## src/rtl/fifo_mem.sv

```systemverilog
// DEPTH x DATA_WIDTH register array for the byte FIFO.
// Synchronous write port and a registered read port whose output resets asynchronously.
module fifo_mem #(
  parameter int DATA_WIDTH = 8,
  parameter int DEPTH      = 7,
  parameter int ADDR_W     = 3
) (
  input  logic                  clk,
  input  logic                  rst,
  input  logic                  we,
  input  logic [ADDR_W-1:0]     waddr,
  input  logic [DATA_WIDTH-1:0] wdata,
  input  logic                  re,
  input  logic [ADDR_W-1:0]     raddr,
  output logic [DATA_WIDTH-1:0] rdata
);

  logic [DATA_WIDTH-1:0] mem_q [DEPTH];
  logic [DATA_WIDTH-1:0] rdata_q;
  logic [DATA_WIDTH-1:0] rdata_d;

  // Storage is deliberately not reset; only the read register is.
  always_ff @(posedge clk) begin
    if (we) mem_q[waddr] <= wdata;
  end

  always_comb begin
    rdata_d = rdata_q;
    if (re) rdata_d = mem_q[raddr];
  end

  always_ff @(posedge clk or posedge rst) begin
    if (rst) rdata_q <= '0;
    else     rdata_q <= rdata_d;
  end

  assign rdata = rdata_q;

endmodule

```

## src/rtl/sync_fifo.sv

```systemverilog
// Single-clock byte FIFO with occupancy counter and full/empty flags.
// Pointer/counter control lives here; storage is in fifo_mem.
module sync_fifo #(
  parameter int DATA_WIDTH = 8,
  parameter int DEPTH      = 7,
  parameter int CNT_WIDTH  = 3
) (
  input  logic                  clk,
  input  logic                  rst,
  input  logic [DATA_WIDTH-1:0] buf_in,
  input  logic                  wr_en,
  input  logic                  rd_en,
  output logic [DATA_WIDTH-1:0] buf_out,
  output logic                  empty,
  output logic                  full,
  output logic [CNT_WIDTH-1:0]  counter
);

  if (DEPTH > (2**CNT_WIDTH) - 1) begin : g_depth_check
    $error("sync_fifo: DEPTH must not exceed 2**CNT_WIDTH - 1");
  end

  localparam logic [CNT_WIDTH-1:0] LAST_IDX = CNT_WIDTH'(DEPTH - 1);
  localparam logic [CNT_WIDTH-1:0] FULL_CNT = CNT_WIDTH'(DEPTH);

  logic [CNT_WIDTH-1:0] wr_ptr_q, wr_ptr_d;
  logic [CNT_WIDTH-1:0] rd_ptr_q, rd_ptr_d;
  logic [CNT_WIDTH-1:0] counter_q, counter_d;
  logic                 wr_acc;
  logic                 rd_acc;

  assign empty = (counter_q == '0);
  assign full  = (counter_q == FULL_CNT);

  // A write into a full FIFO is legal only when a read frees a slot on the same edge.
  assign rd_acc = rd_en && !empty;
  assign wr_acc = wr_en && (!full || rd_acc);

  always_comb begin
    wr_ptr_d  = wr_ptr_q;
    rd_ptr_d  = rd_ptr_q;
    counter_d = counter_q;
    if (wr_acc) wr_ptr_d = (wr_ptr_q == LAST_IDX) ? '0 : wr_ptr_q + CNT_WIDTH'(1);
    if (rd_acc) rd_ptr_d = (rd_ptr_q == LAST_IDX) ? '0 : rd_ptr_q + CNT_WIDTH'(1);
    if (wr_acc && !rd_acc)      counter_d = counter_q + CNT_WIDTH'(1);
    else if (rd_acc && !wr_acc) counter_d = counter_q - CNT_WIDTH'(1);
  end

  always_ff @(posedge clk or posedge rst) begin
    if (rst) begin
      wr_ptr_q  <= '0;
      rd_ptr_q  <= '0;
      counter_q <= '0;
    end else begin
      wr_ptr_q  <= wr_ptr_d;
      rd_ptr_q  <= rd_ptr_d;
      counter_q <= counter_d;
    end
  end

  assign counter = counter_q;

  fifo_mem #(
    .DATA_WIDTH (DATA_WIDTH),
    .DEPTH      (DEPTH),
    .ADDR_W     (CNT_WIDTH)
  ) u_mem (
    .clk   (clk),
    .rst   (rst),
    .we    (wr_acc),
    .waddr (wr_ptr_q),
    .wdata (buf_in),
    .re    (rd_acc),
    .raddr (rd_ptr_q),
    .rdata (buf_out)
  );

endmodule

```

## config.mk

```make
export PLATFORM = sky130hd
export DESIGN_NAME = sync_fifo
export DESIGN_NICKNAME = d
export VERILOG_FILES = /design/src/rtl/fifo_mem.sv /design/src/rtl/sync_fifo.sv
export SDC_FILE = /design/constraint.sdc
export NUM_CORES = 1
export LEC_CHECK = 0
export CELL_PAD_IN_SITES_DETAIL_PLACEMENT = 1
export CELL_PAD_IN_SITES_GLOBAL_PLACEMENT = 2
export CORE_MARGIN = 5
export CORE_UTILIZATION = 42
export DETAILED_ROUTE_END_ITERATION = 8
export PLACE_DENSITY_LB_ADDON = 0.05
export SLEW_MARGIN = 20
export SYNTH_ARGS = -nofsm -noshare
export SYNTH_HDL_FRONTEND = slang
export SYNTH_SLANG_ARGS = --single-unit
```

## constraint.sdc

```tcl
create_clock -name clk -period 2.51 [get_ports clk]
set_input_delay 0.502 -clock clk [delete_from_list [all_inputs] [get_ports clk]]
set_output_delay 0.502 -clock clk [all_outputs]
set_load 0.02 [all_outputs]
```

# Word-level counts from Yosys, hierarchy flattened
# Memory sizes are Yosys's and may differ from the RTL's. A register that Yosys moved wholly into a read port is not among the register bits.
# Cells that the tools add are included.
dict set report op_classes {
  addsub 4
  eq_ne 3
  mux 6
  n_reduce_logical 11
}
# op count
set ops {}
lappend ops {{2-to-1 mux 3 bit} 4}
lappend ops {{adder 3 x 1 -> 3 bit (second input constant)} 3}
lappend ops {{== test 3 bit (second input constant)} 3}
lappend ops {{logical AND 1 bit} 4}
lappend ops {{logical NOT 1 bit} 4}
lappend ops {{logical NOT 3 bit} 1}
lappend ops {{subtractor 3 x 1 -> 3 bit (second input constant)} 1}
lappend ops {{2-to-1 mux 1 bit} 2}
lappend ops {{nonzero test 2 bit} 1}
lappend ops {{logical OR 1 bit} 1}
dict set report totals {
  reg_bits 9
  ramBits 56
  inputBits 12
  output_inout_bits 13
  elab_cells 28
  memories 1
}
# name depth word_bits read_ports rd_clocked_by_memory_dff wr line_no
set mem_list {}
lappend mem_list {u_mem.mem_q 7 8 1 1 1 fifo_mem.sv:18} ;# logic [DATA_WIDTH-1:0] mem_q [DEPTH];

# Longest topological paths before layout
# Gate-level depths: netlist of run 1.
dict set report logic_depth {
  depth_word 9
  mapped_depth 9
  mapped_depth_nobuf 9
}

# Cells and area by module
# A second synthesis of run 1 with hierarchy kept.
dict set report hier_totals {
  cells_unflattened 183
  hier_area_um2 3034.2
}
# module n_inst cells_per_inst area_each_um2 seq_area_each_um2
set by_module_without_submodules {}
lappend by_module_without_submodules {fifo_mem 1 143 2563.7 1881.8}
lappend by_module_without_submodules {sync_fifo 1 40 470.5 225.2}

# Worst setup path before layout of run 1
# Ideal clock, no wire load.
dict set report synth_timing {
  kind {reg-to-reg}
  start {reg counter_q[0] (netlist: counter[0])}
  end {reg counter_q[2] (netlist: counter[2])}
  setup_time_ns 0.080
  arrival_ns 2.034
  required_time_ns 2.430
  slack_ns 0.396
  stages_incl_launch_ff 10
  path_buffers 1
  period_less_slack_ns 2.114
  path_cell_list {dfrtp_1 > o31a_1 > buf_4 > inv_2 > ha_1 > inv_1 > fa_1 > xor2_1 > nor2_1 > xor2_1}
}
dict set report synth_between {
  elab_chain_len 8
  word_cells_on_any_way 16
  cone_classes {add/sub (2); eq/ne (1); mux (2); reduce/logical (11)}
}
# item line_no
set synth_lines {}
lappend synth_lines {{from (decl)} sync_fifo.sv:28} ;# logic [CNT_WIDTH-1:0] counter_q, counter_d;
lappend synth_lines {{from (signal assigned)} sync_fifo.sv:57} ;# counter_q <= counter_d;
lappend synth_lines {{parallel branches: the longest is 8 deep, another holds subtractor 3 x 1 -> 3 bit} n/a}
# Several ways; the timed one is not identified. The select of a mux whose other input is x is not followed.
# A chain may end at the register's enable or synchronous reset.

# Final worst setup path of run 1
dict set report layout_timing {
  start {reg counter_q[0] (netlist: counter[0])}
  end {out empty}
}
dict set report layout_between {
  elab_chain_len 1
}
# item line_no
set layout_lines {}
lappend layout_lines {{logical NOT 3 bit} sync_fifo.sv:32} ;# assign empty = (counter_q == '0);
lappend layout_lines {{to (decl)} sync_fifo.sv:14} ;# output logic empty,
# Every way passes these cells.

==> out/qor.yml, run 1 <==
power_and_ir_drop:
  power_density_nw_per_um2: 1159
  finalPower_mw: 4.219
  ir_worst_vdd_uv: 471.7
  p_leak_nw: 1.293
layout:
  layout-drive-gt1-share_pct: 22.52
  final_cell_mix: "edfxtp_1 (56), clkdlybuf4s50_1 (24), nand2b_1 (17), dfrtp_1 (17), nor2_1 (12)"
  layout.nets: 231
  finalInstanceArea_um2: 3641
  areaGrowthSynthToFinish_pct: 19.51
  antenna_cells: 0
  fin_cells: 321
  layout_commonest_cell: "edfxtp_1"
  final_util_pct: 50.74
clock_tree:
  root_buffer: "clkbuf_8"
  cts.sinks: 73
  cts_buffer_depth: 2
  holdBufCountCts: 0
  worstSkewPairLatency_ps: 340
  cts_tree: "yes"
  cts_resized: 0
  cts_setup_buffers: 0
  cts_buffers: 9
  clkTransAtPathRegs_ps: 70
  h-tree-depth: 3
floorplan:
  start_util_pct: 42.46
  dieArea_um2: 9057
  io_pins: 25
  die_w_um: 95.17
  die_h_um: 95.17
  num_rows: 31
  core_area_um2: 7176
critical_path:
  ff2ff_path_depth: 8
  crit_path_start_kind: "flip-flop"
  r2r_start: "counter[0]"
  path_class: "flip-flop to output pin"
  critPathRequiredTime_ps: 2010
  cp-end-kind: "output pin"
  r2r_slack_ps: 420
  path_max_fanout: 7
  arrival_ps: 1690
  r2r_end: "counter[2]"
route:
  antenna_left: 0
  initialDrtViolationCount: 58
  routed_wl_um: 5781
  viasPerCell: 5.019
  drc: 0
  routedWlPerCell_um: 18.01
  dr_total_vias: 1611
  firstDrtPassIters: 4
place:
  dpl.cell_count: 305
  gp_congestion: 0.7293
  dp_hpwl_um: 3979
  place_ws_ps: -3.134
  place_area_um2: 3406
  port_buffers: 24
synthesis:
  ys_seq_area_share_pct: 69.16
  synthTopCellsByArea: "edfxtp_1 (55%), dfrtp_1 (14%), mux4_2 (5.2%)"
  syn_inst: 182
  syn_area_per_cell_um2: 16.74
  ys_ff_latch: 73
  async_flop_share_pct: 23.29
  synth_top_area_share_pct: 55.20
  yosys_warnings: 0
  yosysUniqueCellTypes: 43
  synth_top_cell_by_area: "edfxtp_1"
  synth_edf_count: 56
  synth_ff_type: "edfxtp_1"
  netlist_area_um2: 3047
  syn_nets: 196
worst_hold_path:
  min_from: "u_mem.rdata[7]"
  hold_path_end: "u_mem.rdata[7]"
  min_path_cells: 2
  min_path_type: "flip-flop to flip-flop"
timing:
  fin_crit_ps: 2193
  slew_violations: 0
  skew_ps: 6.784
  max-slew-margin-rel_pct: 54.14
  worst_pin_slew_ps: 687.1
  fmax_ghz: 0.4559
  period_share_pct: 87.38
  fin_hold_ws_ps: 551.2
  setup_slack_ps: 316.7
  hold_viol: 0
  final.setup.tns_ps: 0
  final-setup-viol-count: 0
  rsz0062_at_grt: "false"
run:
  drv_cap: 0
global_routing:
  grt_overflow: 0
  grt_max_degree: 30
  grt_pass1_wl_um: 9508
  track_usage_pct: 14.55
  antenna_found_initial: 0
  grt_pass1_vias: 1751
outcome:
  status: "finished clean"
[synthesized netlist by cell type, types with 2 or more instances]
| library cell | number |
|---|---|
| nor2_1 | 12 |
| mux4_2 | 7 |
| buf_6 | 2 |
| mux2_4 | 6 |
| buf_2 | 3 |
| nand2_1 | 3 |
| inv_1 | 4 |
| mux2_2 | 2 |
| dfrtp_1 | 17 |
| o211ai_2 | 6 |
| a31oi_1 | 8 |
| inv_2 | 2 |
| o211ai_1 | 3 |
| nor4_1 | 2 |
| edfxtp_1 | 56 |
| nand2b_1 | 17 |
| nand3_1 | 3 |
| nor3_1 | 2 |
| xor2_1 | 2 |
| clkbuf_1 | 2 |
[critical path, stage by stage (launching register included)]
cell and delay, ps:
dfrtp_1 480, nor3_1 240, clkdlybuf4s50_1 640
[routing by layer]
layer / routed length (um) / vias up / GRT usage (%)
met1: 2832 / 818 / 20.33
met4: 34 / 0 / 5.048
met2: 2720 / 26 / 22.22
met3: 194 / 3 / 3.552
met5: 0 / - / 0
li1: - / 764 / -
[how the worst max path moves through the flow]
stage	cells after the start	to	start
2_1_floorplan	9	counter[2]	counter[0]
4_1_cts	2	empty	counter[0]
5_1_grt	2	empty	counter[0]
6_report	2	empty	counter[0]
3_5_place_dp	10	counter[2]	rd_en
3_3_place_gp	8	counter[1]	rd_en
[state kept, by name (all words and copies together), names as in the netlist]
name         count
counter          3
u_mem.mem_q     56
rd_ptr_q         3
wr_ptr_q         3
u_mem.rdata      8
[cell families (layout without fill, tap and decap cells)]
family / count (synthesis) / in the layout / synth area share (%)
multiplexers: 18 / 18 / 10.43
buffers and inverters: 16 / 56 / 3.368
adder cells (fa/ha/maj): 2 / 2 / 1.068
AND/OR/NAND/NOR: 45 / 45 / 8.214
flip-flops: 73 / 73 / 69.16
XOR/XNOR: 3 / 3 / 0.8626
AO/OA/AOI/OAI: 25 / 25 / 6.899
[where the power goes]
group / leakage [nW] / switching (mW) / total, mW / internal (mW)
Sequential: 0.708 / 0.203 / 1.77 / 1.57
Combinational: 0.468 / 0.703 / 1.37 / 0.664
Clock: 0.118 / 0.426 / 1.08 / 0.657
[layout make-up]
type,instances,area [um^2]
tap,99,123.9
clock inverter,6,107.6
sequential,73,2107
multi-input combinational,93,837.1
timing repair buffer,34,315.3
clock buffer,10,127.6
inverter,6,22.52
fill,713,3535
No activity file was read; power rests on OpenSTA's default activity.
==> run 2: changes to the inputs <==
--- a/config.mk
+++ b/config.mk
@@ -8,8 +8,9 @@
 export CELL_PAD_IN_SITES_DETAIL_PLACEMENT = 1
 export CELL_PAD_IN_SITES_GLOBAL_PLACEMENT = 2
 export CORE_MARGIN = 5
-export CORE_UTILIZATION = 42
+export CORE_UTILIZATION = 46
 export DETAILED_ROUTE_END_ITERATION = 8
+export DONT_BUFFER_PORTS = 1
 export PLACE_DENSITY_LB_ADDON = 0.05
 export SLEW_MARGIN = 20
 export SYNTH_ARGS = -nofsm -noshare
==> run 2 against run 1 <==
Effect of this change:
- highest routed layer unchanged
- largest cell class unchanged
- register-to-register slack worse by 100 ps
- non-clock buffer count is 22 lower
- first-iteration DRC count increased by 29%
- flip-flop and latch count unchanged
- maximum frequency about the same
- critical path depth grew 5
- total power down 8.5%
- clock power is 16% lower
==> out/qor.yml, run 2 (same netlist as run 1, synthesis figures left out) <==
outcome:
  status: "finished clean"
clock_tree:
  root_buffer: "clkbuf_8"
  cts_buffers: 9
  cts_buffer_depth: 2
  worstSkewPairLatency_ps: 340
  cts_resized: 0
  cts_tree: "yes"
  h-tree-depth: 3
  cts_setup_buffers: 0
  holdBufCountCts: 0
  cts.sinks: 73
  clkTransAtPathRegs_ps: 90
layout:
  layout.nets: 209
  nFillCells: 594
  areaGrowthSynthToFinish_pct: 10.06
  final_cell_mix: "edfxtp_1 (56), nand2b_1 (17), dfrtp_1 (17)"
  fin_cells: 277
  final_util_pct: 52.51
  largest_reg_flops: 56
  layout-drive-gt1-share_pct: 26.50
  largest_register: "u_mem.mem_q"
  layout_commonest_cell: "edfxtp_1"
  antenna_cells: 0
place:
  dpl.cell_count: 261
  gp_congestion: 0.7189
  port_buffers: 0
  dp_hpwl_um: 3924
  place_ws_ps: 310.5
timing:
  max-slew-margin-rel_pct: 57.61
  final-setup-viol-count: 0
  hold_viol: 0
  final.setup.tns_ps: 0
  period_share_pct: 87.41
  worst_pin_slew_ps: 631.0
  skew_ps: 15.32
  fin_crit_ps: 2194
  fmax_ghz: 0.4558
  slew_violations: 0
  setup_slack_ps: 315.9
  rsz0062_at_grt: "false"
critical_path:
  r2r_start: "counter[2]"
  startpoint: "counter[2]"
  path_class: "flip-flop to flip-flop"
  path_cells: "nand4b_2 -> nand2_2 -> inv_2 -> ha_1 -> inv_1 -> fa_1 -> mux2_2"
  crit_path_start_kind: "flip-flop"
  cp-end-kind: "flip-flop"
  worst-path-buf-inv: 2
  ff2ff_path_depth: 7
  path_max_fanout: 6
  crit_family: "adder cells"
  critPathRequiredTime_ps: 2730
  worst_path_largest_cell_delay_ps: 570
  critical_path_depth: 7
  arrival_ps: 2410
  crit_slowest_cell: "dfrtp_1"
power_and_ir_drop:
  pwr-share-clk_pct: 23.4
  ir_worst_vdd_uv: 570.2
  p_sw_mw: 1.321
  swShare_pct: 34.20
  combPwrFrac_pct: 26.7
  seqPwrFrac_pct: 49.9
  power_density_nw_per_um2: 1152
  internal_power_mw: 2.541
  p_leak_nw: 1.190
floorplan:
  io_pins: 25
  die_h_um: 91.39
  core_area_um2: 6386
  die_w_um: 91.39
  dieArea_um2: 8351
  start_util_pct: 47.71
  num_rows: 29
global_routing:
  grt_pass1_wl_um: 8763
  grt_max_degree: 21
  antenna_found_initial: 0
  track_usage_pct: 13.75
  grt_pass1_vias: 1609
  grt_overflow: 0
route:
  routedWlPerCell_um: 19.27
  drc: 0
  routed_wl_um: 5337
  viasPerCell: 5.412
  firstDrtPassIters: 4
  initialDrtViolationCount: 75
  antenna_left: 0
  dr_total_vias: 1499
worst_hold_path:
  min_path_type: "primary input to async pin"
run:
  drv_cap: 0
==> run 2: cell types whose count changed in the layout (fill, tap and decap cells not counted) <==
cell,previous run,this run
buf_4,10,12
bufinv_16,3,1
clkbuf_1,1,0
clkdlybuf4s50_1,24,0
clkinv_2,1,0
clkinv_4,1,2
clkinvlp_4,0,1
inv_6,0,2
==> run 2: path summary, 6_finish.rpt <==
| kind | endpoint | slack (ps) |
|---|---|---|
| worst max-delay path | counter[1] | 320 |
| min in group clk | u_mem.mem_q[3][7] | 250 |
| worst min register to register | wr_ptr_q[1] | 640 |
| worst max register to register | counter[1] | 320 |
| worst min-delay path | wr_ptr_q[1] | 120 |
| max in group asynchronous | u_mem.rdata[0] | 1970 |
==> run 2: worst reg2reg max path: stages (launching register included) <==
cell      delay [ps]
dfrtp_1          570
nand4b_2         270
nand2_2          190
inv_2             70
ha_1             200
inv_1             70
fa_1             420
mux2_2           270
==> run 2: metrics by stage <==
step | cell area (um^2) | hold WS (ps) | power [mW]
2_1_floorplan | 3047 | 428.1 | 2.731
3_3_place_gp | 3153 | 503.9 | 2.941
3_5_place_dp | 3153 | 513.9 | 3.003
4_1_cts | 3353 | 132.7 | 3.918
5_1_grt | 3353 | 157.0 | 4.111
6_report | 3353 | 120.5 | 3.862
==> run 2: power groups by stage <==
| stage | Clock, mW | Combinational [mW] | Sequential, mW |
|---|---|---|---|
| after floorplan | 0 | 0.906 | 1.83 |
| after global placement | 0 | 1.00 | 1.94 |
| after detailed placement | 0 | 1.04 | 1.96 |
| after CTS | 0.933 | 1.04 | 1.94 |
| after global routing | 0.996 | 1.14 | 1.98 |
| final | 0.905 | 1.03 | 1.93 |
==> run 2: layout make-up <==
| type | instances | area, um^2 | area share [%] |
|---|---|---|---|
| multi-input cells | 93 | 837.1 | 24.96 |
| well taps | 77 | 96.34 | 2.873 |
| inverters | 6 | 22.52 | 0.6716 |
| repair buffers | 12 | 90.09 | 2.687 |
| clock inverters | 7 | 76.32 | 2.276 |
| flip-flops and latches | 73 | 2107 | 62.84 |
| clock buffers | 9 | 123.9 | 3.694 |
==> run 2: per-layer routing <==
layer	vias to the layer above	part of all wire, %	GRT usage, %	routed length (um)
met5	-	0	0	0
met4	0	0.75	5.501	40
met3	4	5.3	4.545	285
met2	40	45	19.45	2420
met1	739	49	19.52	2590
li1	716	-	-	-
